==> config.mk <==
export PLATFORM = sky130hd
export DESIGN_NAME = switch_nport
export DESIGN_NICKNAME = d
export VERILOG_FILES = /design/src/rtl/switch_nport.sv
export SDC_FILE = /design/constraint.sdc
export NUM_CORES = 1
export LEC_CHECK = 0
export CORE_MARGIN = 2
export CORE_UTILIZATION = 35
export DETAILED_ROUTE_END_ITERATION = 16
export SKIP_CTS_REPAIR_TIMING = 1
export SLEW_MARGIN = 20
export SYNTH_ARGS = -nofsm -noshare
export SYNTH_HDL_FRONTEND = slang
export SYNTH_SLANG_ARGS = --single-unit
==> constraint.sdc <==
create_clock -name clk -period 9.1 [get_ports clk]
set_input_delay 2.73 -clock clk [delete_from_list [all_inputs] [get_ports clk]]
set_output_delay 2.73 -clock clk [all_outputs]
set_load 0.005 [all_outputs]
==> src/rtl/switch_nport.sv <==
// Address-routed 1-to-N packet switch. The top address bits pick an output port,
// and each port has its own show-ahead FIFO. The switch either backpressures or drops on full.
module switch_nport_fifo #(
  parameter int W     = 24,
  parameter int DEPTH = 4
) (
  input  logic         clk,
  input  logic         rst,
  input  logic         push_i,
  input  logic [W-1:0] din_i,
  input  logic         pop_i,
  output logic         full_o,
  output logic         vld_o,
  output logic [W-1:0] head_o
);
  localparam int AW = $clog2(DEPTH);
  localparam int CW = AW + 1;
  localparam logic [CW-1:0] FULL_CNT = CW'(DEPTH);

  logic [W-1:0]  mem_q [DEPTH];
  logic [AW-1:0] wr_q, wr_d, rd_q, rd_d;
  logic [CW-1:0] cnt_q, cnt_d;
  logic [W-1:0]  head_q, head_d;
  logic          pop;

  assign pop    = pop_i && (cnt_q != '0);
  assign full_o = (cnt_q == FULL_CNT);
  assign vld_o  = (cnt_q != '0);
  assign head_o = head_q;

  // Head is registered so the port holds its last value once the FIFO drains.
  always_comb begin
    wr_d   = wr_q + AW'(push_i);
    rd_d   = rd_q + AW'(pop);
    cnt_d  = cnt_q + CW'(push_i) - CW'(pop);
    head_d = head_q;
    if (cnt_d != '0)
      head_d = (push_i && (wr_q == rd_d)) ? din_i : mem_q[rd_d];
  end

  always_ff @(posedge clk) begin
    if (rst) begin
      wr_q   <= '0;
      rd_q   <= '0;
      cnt_q  <= '0;
      head_q <= '0;
    end else begin
      wr_q   <= wr_d;
      rd_q   <= rd_d;
      cnt_q  <= cnt_d;
      head_q <= head_d;
    end
  end

  always_ff @(posedge clk) begin
    if (push_i) mem_q[wr_q] <= din_i;
  end
endmodule

module switch_nport #(
  parameter int ADDR_WIDTH   = 8,
  parameter int DATA_WIDTH   = 16,
  parameter int N_PORTS      = 4,
  parameter int DEPTH        = 4,
  parameter int DROP_ON_FULL = 0,
  parameter int CNT_WIDTH    = 16
) (
  input  logic                             clk,
  input  logic                             rst,
  input  logic                             in_vld,
  output logic                             in_rdy,
  input  logic [ADDR_WIDTH-1:0]            in_addr,
  input  logic [DATA_WIDTH-1:0]            in_data,
  output logic [N_PORTS-1:0]               out_vld,
  input  logic [N_PORTS-1:0]               out_rdy,
  output logic [N_PORTS*ADDR_WIDTH-1:0]    out_addr,
  output logic [N_PORTS*DATA_WIDTH-1:0]    out_data,
  output logic [CNT_WIDTH-1:0]             drop_cnt
);
  localparam int SW = $clog2(N_PORTS);
  localparam int PW = ADDR_WIDTH + DATA_WIDTH;

  logic [SW-1:0]      sel;
  logic [N_PORTS-1:0] full;
  logic               acc, drop;
  logic [CNT_WIDTH-1:0] drop_cnt_q, drop_cnt_d;

  assign sel    = in_addr[ADDR_WIDTH-1 -: SW];
  // Full is sampled before any same-cycle pop, so a full FIFO never takes a push.
  assign in_rdy = !rst && ((DROP_ON_FULL != 0) || !full[sel]);
  assign acc    = in_vld && in_rdy;
  assign drop   = acc && full[sel];

  always_comb begin
    drop_cnt_d = drop_cnt_q;
    if (drop && (drop_cnt_q != '1)) drop_cnt_d = drop_cnt_q + 1'b1;
  end

  always_ff @(posedge clk) begin
    if (rst) drop_cnt_q <= '0;
    else     drop_cnt_q <= drop_cnt_d;
  end

  assign drop_cnt = drop_cnt_q;

  for (genvar p = 0; p < N_PORTS; p++) begin : g_port
    logic [PW-1:0] head;

    switch_nport_fifo #(.W(PW), .DEPTH(DEPTH)) u_fifo (
      .clk    (clk),
      .rst    (rst),
      .push_i (acc && (sel == SW'(p)) && !full[p]),
      .din_i  ({in_addr, in_data}),
      .pop_i  (out_rdy[p]),
      .full_o (full[p]),
      .vld_o  (out_vld[p]),
      .head_o (head)
    );

    assign out_addr[p*ADDR_WIDTH +: ADDR_WIDTH] = head[PW-1 -: ADDR_WIDTH];
    assign out_data[p*DATA_WIDTH +: DATA_WIDTH] = head[DATA_WIDTH-1:0];
  end
endmodule

## Word level (Yosys, flattened, before mapping)

Memories as Yosys holds them, arrays and structs flattened. A register that Yosys moved wholly into a read port is not among the register bits.
Index checks and enable logic that the tools add are counted.

- Flip-flop bits (word level): 44
- Memory bits (writable): 384
- Input bits: 31
- Logic and storage cells: 84
- Memories kept: 4

- $add $sub $neg: 17
- $lt $le $gt $ge: 1
- Equal/unequal tests: 8
- Muxes and demuxes: 10
- Reductions and logical operators: 31

Memory list:

| name | words | bits a word | read ports | clocked after Yosys merged registers in | wr ports | RTL line | RTL |
|---|---|---|---|---|---|---|---|
| g_port[0].u_fifo.mem_q | 4 | 24 | 1 | 1 | 1 | 20 | `logic [W-1:0] mem_q [DEPTH];` |
| g_port[1].u_fifo.mem_q | 4 | 24 | 1 | 1 | 1 | 20 |  |
| g_port[2].u_fifo.mem_q | 4 | 24 | 1 | 1 | 1 | 20 |  |
| g_port[3].u_fifo.mem_q | 4 | 24 | 1 | 1 | 1 | 20 |  |

Operators by type and width:

| operator | number |
|---|---|
| 3-bit nonzero test | 8 |
| 16-bit by 1-bit adder with 16-bit output (second input constant) | 1 |
| 2-bit by 1-bit adder with 2-bit output | 8 |
| 1-bit logical AND | 16 |
| 16-bit != test (second input constant) | 1 |
| 3-bit by 1-bit adder with 3-bit output | 4 |
| 3-bit equality test (second input constant) | 4 |
| 3-bit by 1-bit subtractor with 3-bit output | 4 |
| 1-bit two-way mux | 9 |
| 1-bit zero test | 6 |
| 2-bit equality test (second input constant) | 2 |
| 2-bit by 3-bit < comparator with 1-bit output (second input constant) | 1 |
| 1-bit binary-select mux with 2-bit select | 1 |
| 2-bit by 1-bit equality test with 1-bit output (second input constant) | 1 |
| 2-bit zero test | 1 |

## Depth between registers and ports, before layout

Gate-level depths: netlist of run 1.

- Word-level depth: 11
- Gate-level depth with buffers: 12

## Cells and area by module

Synthesis of run 1 repeated with hierarchy kept, for this count alone.

- Cells, all modules: 1233
- Area, all modules: 20658.6 µm²

Modules (own cells, without submodules):

| module | times used | cells an instance | area an instance (µm²) | sequential area each (µm²) |
|---|---|---|---|---|
| switch_nport_fifo at g_port[0].u_fifo ... | 3 | 297 | 5032.3 | 3503.4 |
| switch_nport_fifo at g_port[3].u_fifo | 1 | 297 | 5029.8 | 3503.4 |
| switch_nport | 1 | 45 | 531.8 | 320.3 |

## Worst setup path before layout of run 1

Ideal clock, no wire load.

- Kind: input to output
- Start point: input port rst
- End point: output port in_rdy
- Arrival time: 3.799 ns
- Slack: 2.571 ns
- Stages: 5
- Cell sequence: buf_6 > clkbuf_1 > clkbuf_1 > clkbuf_1 > nor2_1

- Word-level cells in the longest chain between the ends: 2

RTL lines:

| element | RTL line | RTL |
|---|---|---|
| start, declared | 69 | `input logic rst,` |
| 1-bit zero test | 90 | `assign in_rdy = !rst && ((DROP_ON_FULL != 0) \|\| !full[sel]);` |
| 1-bit logical AND | 90 |  |
| end, declared | 71 | `output logic in_rdy,` |

Every way passes these cells.

## Final worst setup path of run 1

- Start point: input port in_addr[6]
- End point: output port in_rdy

- Word-level cells in the longest chain between the ends: 4

RTL lines:

| element | RTL line | RTL |
|---|---|---|
| start, declared | 72 | `input logic [ADDR_WIDTH-1:0] in_addr,` |
| 1-bit binary-select mux with 2-bit select | 90 |  |
| 1-bit two-way mux (implied by the code) | 90 |  |
| 1-bit zero test | 90 |  |
| 1-bit logical AND | 90 |  |

Every way passes these cells. The select of a mux whose other input is x is not followed.

==> results.sh, run 1 <==
export IMPL_io_pins=148
export IMPL_path_max_fanout=2
export IMPL_most_common_layout_cells="edfxtp_1 (384), clkdlybuf4s50_1 (146), dfxtp_1 (140)"
export IMPL_drtPass1Iterations=5
export IMPL_hp_start="drop_cnt[1]"
export IMPL_drc=0
export IMPL_drt_iter0_drc=746
export IMPL_dp_hpwl_um=30300
export IMPL_peakVddDrop_mv=0.150
export IMPL_via_per_inst=5.07
export IMPL_synthFlopType="edfxtp_1"
export IMPL_fin_worst_hold_slack_ps=466
export IMPL_cts_tree="done"
export IMPL_crit_type="in -> out"
export IMPL_drive_above_1_share_pct=19.4
export IMPL_ff2ff_setup_slack_ps=5300
export IMPL_grt_pass1_vias=10900
export IMPL_tightest_slew_ps=1080
export IMPL_leakage_uw=0.00803
export IMPL_timing_rr_start="g_port[3].u_fifo.cnt_q[1]"
export IMPL_final_common_cell="edfxtp_1"
export IMPL_antenna_found_initial=1
export IMPL_wl_per_cell_um=24.4
export IMPL_place_area_um2=22400
export IMPL_die_x_um=243
export IMPL_fin_setup_tns_ps=0
export IMPL_hold_class="reg -> reg"
export IMPL_ys_ff_latch=524
export IMPL_hold_viol_final=0
export IMPL_postRouteWirelength_um=49400
export IMPL_end_kind="primary output"
export IMPL_synth_cells=1052
export IMPL_cts_sinks=524
export IMPL_fillCellCount=4987
export IMPL_vias=10300
export IMPL_maxSlewViolCount=0
export IMPL_timing_final_crit_share_pct=78.5
export IMPL_insertion_delay_ps=580
export IMPL_coreArea_um2=56400
export IMPL_max_freq_ghz=0.140
export IMPL_start_util_pct=35.4
export IMPL_finalSetupViolations=0
export IMPL_cts_root_buffer="clkbuf_16"
export IMPL_synthArstFlopShare_pct=0
export IMPL_yosys_area_top_type="edfxtp_1"
export IMPL_synth_area_leaders="edfxtp_1 (58%), dfxtp_1 (14%), mux4_2 (10%)"
export IMPL_die_h_um=243
export IMPL_place_gp_congestion=0.733
export IMPL_crit_arrival_ps=4410
export IMPL_fin_area_um2=24100
export IMPL_cp_data_required_time_ps=6370
export IMPL_synth_edf_count=384
export IMPL_power_density_nw_per_um2=309
export IMPL_grt_overflow_total=0
export IMPL_path_clk_slew_ps=60
export IMPL_maxCapViolCount=0
export IMPL_status="finished, final reports clean"
export IMPL_fin_nets=1280
export IMPL_synth_area_um2=19900
export IMPL_fin_worst_skew_ps=22.1
export IMPL_crit_path_start_kind="input port"
export IMPL_ys_warn_count=0
export IMPL_h_tree_depth=2
export IMPL_synth_top_area_share_pct=57.8
export IMPL_clockBufferDepth=3
export IMPL_max_slew_margin_pct=27.8
export IMPL_multi_input_area_um2=5350
export IMPL_track_usage_pct=16.7
export IMPL_grt_max_degree=47
export IMPL_seq_area_um2=14300
export IMPL_grt_pass1_wl_um=72400
export IMPL_synthDistinctLibCells=44
export IMPL_syn_nets=1103
export IMPL_setup_worst_path_start="in_addr[6]"
export IMPL_fin_crit_ps=7140
export IMPL_numCtsBuffers=51
export IMPL_yosysSeqAreaShare_pct=71.9
export IMPL_syn_avg_cell_area_um2=19.0
export IMPL_rows=87
export IMPL_fin_util_pct=42.8
export IMPL_drtAntennaViolNets=0
export IMPL_numPortBuffers=147
export IMPL_area_delta_synth_final_pct=21.1
export IMPL_rsz0062_at_grt="false"
export IMPL_dieArea_um2=58900
## worst max-delay path, stage by stage
cell and delay, ps:
clkdlybuf4s50_1 520, mux4_2 510, nor2_1 100, clkdlybuf4s50_1 550
## layer usage
| layer | GRT usage (%) | vias up | routed length, µm | part of all wire (%) |
|---|---|---|---|---|
| li1 | - | 4561 | - | - |
| met1 | 21.7 | 5395 | 21100 | 43 |
| met2 | 28.0 | 268 | 24500 | 50 |
| met3 | 3.60 | 66 | 2730 | 5.5 |
| met4 | 4.89 | 0 | 1140 | 2.3 |
| met5 | 0 | - | 0 | 0 |
## report_power, final
group	total (µW)	internal [µW]	switching, µW
clock	2150	1270	878
combinational	2370	1240	1130
sequential	2930	2780	145
total	7450	5300	2150
## registers in the layout, indices dropped and copies added (netlist names)
name                  flops
g_port.u_fifo.mem_q     384
g_port.u_fifo.wr_q        8
g_port.u_fifo.rd_q        8
drop_cnt                 16
g_port.u_fifo.cnt_q      12
g_port.u_fifo.head_o     96
## cells by family (layout without fill, tap and decap cells)
family | count (synthesis) | after routing | share of synthesized area [%]
buffers and inverters | 72 | 291 | 2.06
multiplexers | 97 | 97 | 11.0
adder cells (fa/ha/maj) | 20 | 20 | 1.41
flip-flops | 524 | 524 | 71.9
AO/OA/AOI/OAI | 94 | 94 | 4.78
other | 0 | 1 | 0
AND/OR/NAND/NOR | 225 | 225 | 7.41
XOR/XNOR | 20 | 20 | 1.42
## cell usage after synthesis, drive strengths merged (2+ instances only)
master         n
edfxtp       384
dfxtp        140
mux4          97
and2          92
a221o         88
nor2b         64
buf           37
nor3          19
clkbuf        18
ha            16
inv           14
nor2          11
nor4           9
nor3b          8
xor2           7
xnor2          6
a22o           4
and3           4
fa             4
nand2          4
or3            4
xor3           4
nand2b         3
xnor3          3
dlygate4sd1    2
or2            2
## cell type report
type                            instances  area share [%]
Inverter                               15           0.254
Clock buffer                           75            6.33
Sequential cell                       524            59.4
Clock inverter                         20           0.824
Antenna cell                            1          0.0104
Tap cell                              756            3.92
Multi-Input combinational cell        456            22.1
Timing Repair Buffer                  181            7.14
## path summary, 6_finish.rpt
kind,endpoint,cells past startpoint
worst min-delay path,drop_cnt[1],1
worst max-delay path,in_rdy,4
worst max register to register,g_port[3].u_fifo.head_o[15],10
worst min register to register,drop_cnt[1],1
## per-stage QoR
step,cells,power (µW),setup slack [ps]
2_1_floorplan,1052,4510,2570
3_5_place_dp,1932,5390,1910
3_3_place_gp,1932,5360,1930
6_report,2028,7450,1960
4_1_cts,2027,7550,1910
5_1_grt,2027,7780,1870
(Power assumes the default switching activity.)
==> run 2: changes to the inputs <==
Clock period 9.1 ns to 6.49 ns, I/O delays scaled along.
==> run 2 against run 1 <==
  * Die area unchanged
  * Total power up 39%
  * Final cell count barely moved
  * Clock power increased by 35%
  * Setup slack got worse by 1200 ps
  * Clock skew decreased by 5.8 ps
  * Non-clock buffer count increased by 5
  * Sequential power increased by 41%
  * Wire length shrank 1.6%
  * Count of clock-buffer cells in the layout shrank 8
  * Via count is 0.61% higher
  * Register-to-register slack worse by 2400 ps
==> results.sh, run 2 (synthesized netlist as in run 1, its figures left out) <==
export IMPL_status="finished, final reports clean"
export IMPL_h_tree_depth=2
export IMPL_most_common_layout_cells="edfxtp_1 (384), clkdlybuf4s50_1 (146), dfxtp_1 (140)"
export IMPL_antenna_found_initial=2
export IMPL_cts_sinks=524
export IMPL_cts_root_buffer="clkbuf_16"
export IMPL_peakVddDrop_mv=0.205
export IMPL_drt_iter0_drc=988
export IMPL_path_max_fanout=7
export IMPL_drtPass1Iterations=5
export IMPL_internal_power_uw=7330
export IMPL_postRouteWirelength_um=48600
export IMPL_clock_power_share_pct=28.1
export IMPL_fin_ws_ps=743
export IMPL_wl_per_cell_um=24.0
export IMPL_fin_setup_tns_ps=0
export IMPL_combPwrFrac_pct=32.1
export IMPL_grt_pass1_vias=10700
export IMPL_drtAntennaViolNets=0
export IMPL_leakage_uw=0.00802
export IMPL_crit_path_start_kind="input port"
export IMPL_ff2ff_setup_slack_ps=2920
export IMPL_power_density_nw_per_um2=430
export IMPL_drive_above_1_share_pct=19.3
export IMPL_io_pins=148
export IMPL_timing_rr_start="g_port[3].u_fifo.cnt_q[2]"
export IMPL_rsz0062_at_grt="false"
export IMPL_crit_type="in -> out"
export IMPL_power_uw=10300
export IMPL_vias=10400
export IMPL_numPortBuffers=147
export IMPL_drc=0
export IMPL_fin_crit_ps=5750
export IMPL_die_h_um=243
export IMPL_setup_worst_path_start="in_addr[6]"
export IMPL_hold_viol_final=0
export IMPL_fin_worst_skew_ps=16.3
export IMPL_max_freq_ghz=0.174
export IMPL_max_slew_margin_pct=26.3
export IMPL_finalSetupViolations=0
export IMPL_cp_data_required_time_ps=4540
export IMPL_dpl_worst_slack_ps=475
export IMPL_tightest_slew_ps=1100
export IMPL_coreArea_um2=56400
export IMPL_seqPwrFrac_pct=39.8
export IMPL_top_register="g_port.u_fifo.mem_q"
export IMPL_place_gp_congestion=0.730
export IMPL_dp_hpwl_um=30200
export IMPL_timing_final_crit_share_pct=88.5
export IMPL_start_util_pct=35.4
export IMPL_swShare_pct=29.2
export IMPL_crit_arrival_ps=3800
export IMPL_maxCapViolCount=0
export IMPL_final_common_cell="edfxtp_1"
export IMPL_p_switching_uw=3020
export IMPL_clockBufferDepth=3
export IMPL_via_per_inst=5.10
export IMPL_numCtsBuffers=49
export IMPL_fin_util_pct=42.7
export IMPL_maxSlewViolCount=0
export IMPL_hp_start="drop_cnt[11]"
export IMPL_dieArea_um2=58900
export IMPL_track_usage_pct=16.5
export IMPL_grt_max_degree=51
export IMPL_path_clk_slew_ps=60
export IMPL_fin_nets=1283
export IMPL_hold_class="reg -> reg"
export IMPL_rows=87
export IMPL_largest_register_ff_count=384
export IMPL_area_delta_synth_final_pct=20.7
export IMPL_grt_overflow_total=0
export IMPL_insertion_delay_ps=580
export IMPL_end_kind="primary output"
export IMPL_cts_tree="done"
export IMPL_grt_pass1_wl_um=72100
export IMPL_die_x_um=243
## run 2: changes by cell type in the layout (fill, tap and decap cells not counted), moves of 2 or more
cell	previous run	this run
and3_2	3	1
clkbuf_1	10	12
buf_4	35	40
clkinv_2	5	7
clkbuf_8	12	6
clkinv_1	8	4
nor2_2	0	3
clkbuf_16	53	49
nor2_4	4	1
inv_6	1	4
and3_1	1	3
## run 2: final timing paths
| path | end | cells after the start |
|---|---|---|
| min reg2reg | drop_cnt[11] | 1 |
| min | drop_cnt[11] | 1 |
| max | in_rdy | 4 |
| max reg2reg | g_port[3].u_fifo.head_o[21] | 10 |
## run 2: stage by stage
step	instances	area [µm²]	hold slack (ps)
after floorplan	1052	19900	462
after global placement	1937	22400	452
after detailed placement	1937	22400	459
after CTS	2028	24100	468
after global routing	2028	24100	479
final	2029	24100	466
## run 2: layout make-up
class                   instances  area (µm²)
diodes                          1        2.50
clock buffers                  67        1350
clock inverters                24         278
fillers                      4974       32300
inverters                      15        61.3
multi-input cells             456        5330
flip-flops and latches        524       14300
well taps                     756         946
repair buffers                186        1760
## run 2: power groups by stage
stage | registers (µW) | clock network, µW | logic [µW]
after floorplan | 4110 | 0 | 2220
after global placement | 4190 | 0 | 3320
after detailed placement | 4190 | 0 | 3370
after CTS | 4130 | 2960 | 3380
after global routing | 4150 | 3090 | 3580
final | 4120 | 2910 | 3320
## run 2: worst max-delay path, cell delays in order
cell and delay (ps):
clkdlybuf4s50_1 640, mux4_2 550, nor2_1 100, clkdlybuf4s50_1 550
## run 2: metal layers
metal,track usage (%),vias to the layer above,wire length [µm]
met1,21.8,5473,20900
met5,0,-,16
met2,28.0,270,24300
met4,4.06,2,822
li1,-,4555,-
met3,3.14,53,2650
==> run 3: changes to the inputs <==
Settings changed: PLACE_DENSITY set to 0.54.
==> run 3 against run 2 <==
  * Final cell count grew 0.79%
  * Critical path depth grew 1
  * Non-clock buffer count grew 5
  * Maximum frequency shrank 2.8%
  * Sequential share of layout area shrank 0.53 points
  * Clock power grew 6.9%
  * Total power grew 2.3%
  * Count of clock-buffer cells in the layout grew 11
  * Wire length grew 6.2%
  * Worst hold slack lost 0.65 ps
  * First-iteration DRC count shrank 10%
  * Clock skew grew 25 ps
  * Critical endpoint unchanged
==> results.sh, run 3 (synthesized netlist as in run 1, its figures left out) <==
export IMPL_status="finished, final reports clean"
export IMPL_path_clk_slew_ps=60
export IMPL_hold_depth=1
export IMPL_via_per_inst=5.07
export IMPL_io_pins=148
export IMPL_ff2ff_setup_slack_ps=2650
export IMPL_fin_nets=1293
export IMPL_most_common_layout_cells="edfxtp_1 (384), clkdlybuf4s50_1 (146), dfxtp_1 (140)"
export IMPL_vias=10400
export IMPL_maxCapViolCount=0
export IMPL_place_area_um2=22500
export IMPL_cp_data_required_time_ps=4540
export IMPL_rows=87
export IMPL_grt_pass1_wl_um=75000
export IMPL_coreArea_um2=56400
export IMPL_die_h_um=243
export IMPL_fin_setup_tns_ps=0
export IMPL_hold_end="drop_cnt[0]"
export IMPL_clockBufferDepth=3
export IMPL_wl_per_cell_um=25.3
export IMPL_fin_worst_skew_ps=41.4
export IMPL_fin_worst_hold_slack_ps=466
export IMPL_max_slew_margin_pct=28.0
export IMPL_timing_rr_start="g_port[3].u_fifo.cnt_q[1]"
export IMPL_m1WireLength_um=22100
export IMPL_numCtsBuffers=54
export IMPL_seq_area_um2=14300
export IMPL_leakage_uw=0.00811
export IMPL_hold_class="reg -> reg"
export IMPL_r2r_cells=11
export IMPL_grt_pass1_vias=10800
export IMPL_peakVddDrop_mv=0.257
export IMPL_power_density_nw_per_um2=436
export IMPL_cts_tree="done"
export IMPL_end_kind="primary output"
export IMPL_cts_sinks=524
export IMPL_grt_max_degree=34
export IMPL_tightest_slew_ps=1080
export IMPL_wl_met2_um=25900
export IMPL_top_register="g_port.u_fifo.mem_q"
export IMPL_crit_arrival_ps=3970
export IMPL_final_common_cell="edfxtp_1"
export IMPL_wl_met3_um=2380
export IMPL_drt_iter0_drc=888
export IMPL_insertion_delay_ps=630
export IMPL_antenna_found_initial=0
export IMPL_track_usage_pct=17.6
export IMPL_area_delta_synth_final_pct=21.7
export IMPL_numPortBuffers=147
export IMPL_hold_viol_final=0
export IMPL_dp_hpwl_um=31800
export IMPL_dieArea_um2=58900
export IMPL_place_gp_congestion=0.759
export IMPL_r2r_end="g_port[3].u_fifo.head_o[21]"
export IMPL_largest_register_ff_count=384
export IMPL_hp_start="drop_cnt[0]"
export IMPL_cts_root_buffer="clkbuf_16"
export IMPL_timing_final_crit_share_pct=91.1
export IMPL_multi_input_area_um2=5330
export IMPL_drtPass1Iterations=5
export IMPL_crit_type="in -> out"
export IMPL_fin_area_um2=24300
export IMPL_drtAntennaViolNets=0
export IMPL_die_x_um=243
export IMPL_maxSlewViolCount=0
export IMPL_postRouteWirelength_um=51600
export IMPL_h_tree_depth=2
export IMPL_path_max_fanout=20
export IMPL_grt_overflow_total=0
export IMPL_start_util_pct=35.4
export IMPL_rsz0062_at_grt="false"
export IMPL_drive_above_1_share_pct=20.0
export IMPL_fillCellCount=4986
export IMPL_top_layer="met4"
export IMPL_max_freq_ghz=0.169
export IMPL_fin_crit_ps=5910
export IMPL_crit_path_start_kind="input port"
export IMPL_finalSetupViolations=0
export IMPL_drc=0
-- run 3: cell count changes in the layout (fill, tap and decap cells not counted), moves of 3 or more --
| cell | before | now |
|---|---|---|
| buf_4 | 40 | 45 |
| clkbuf_1 | 12 | 17 |
| clkbuf_16 | 49 | 54 |
| inv_6 | 4 | 0 |
| ha_1 | 16 | 13 |
| ha_2 | 0 | 3 |
-- run 3: layout make-up --
| cell class | count | area share [%] |
|---|---|---|
| Timing Repair Buffer | 191 | 7.41 |
| Inverter | 15 | 0.253 |
| Clock inverter | 24 | 1.21 |
| Tap cell | 756 | 3.90 |
| Sequential cell | 524 | 59.0 |
| Multi-Input combinational cell | 456 | 22.0 |
| Clock buffer | 78 | 6.23 |
| Antenna cell | 1 | 0.0103 |
-- run 3: worst max path at each step --
| stage | startpoint | end | slack, ps | cells past startpoint |
|---|---|---|---|---|
| after floorplan | rst | in_rdy | 1530 | 5 |
| after global placement | in_addr[6] | g_port[3].u_fifo.head_o[13] | 340 | 11 |
| after detailed placement | in_addr[6] | in_rdy | 550 | 5 |
| after CTS | in_addr[6] | in_rdy | 550 | 5 |
| after global routing | in_addr[6] | in_rdy | 500 | 5 |
| final | in_addr[6] | in_rdy | 580 | 5 |
-- run 3: critical path: stages --
cell and delay [ps]:
clkdlybuf4s50_1 520, buf_4 270, mux4_2 540, nor2_1 100
clkdlybuf4s50_1 570
-- run 3: layer usage --
metal / GRT usage [%] / vias up
met5: 0 / -
met1: 23.1 / 5465
met2: 30.1 / 226
met3: 3.04 / 69
li1: - / 4599
met4: 4.87 / 0
-- run 3: stage by stage --
stage                     cells  utilization, %  setup slack, ps  power [µW]
after global routing       2044            43.1              501       11100
final                      2045            43.1              577       10600
after CTS                  2044            43.1              554       10800
after detailed placement   1942            39.9              555        7620
after floorplan            1052               -             1530        6330
after global placement     1942            39.8              338        7590
-- run 3: power by group --
group	internal (µW)	switching [µW]	leakage, µW	total (µW)
clock	1820	1290	0.000869	3110
sequential	3900	236	0.00461	4140
combinational	1760	1580	0.00263	3340
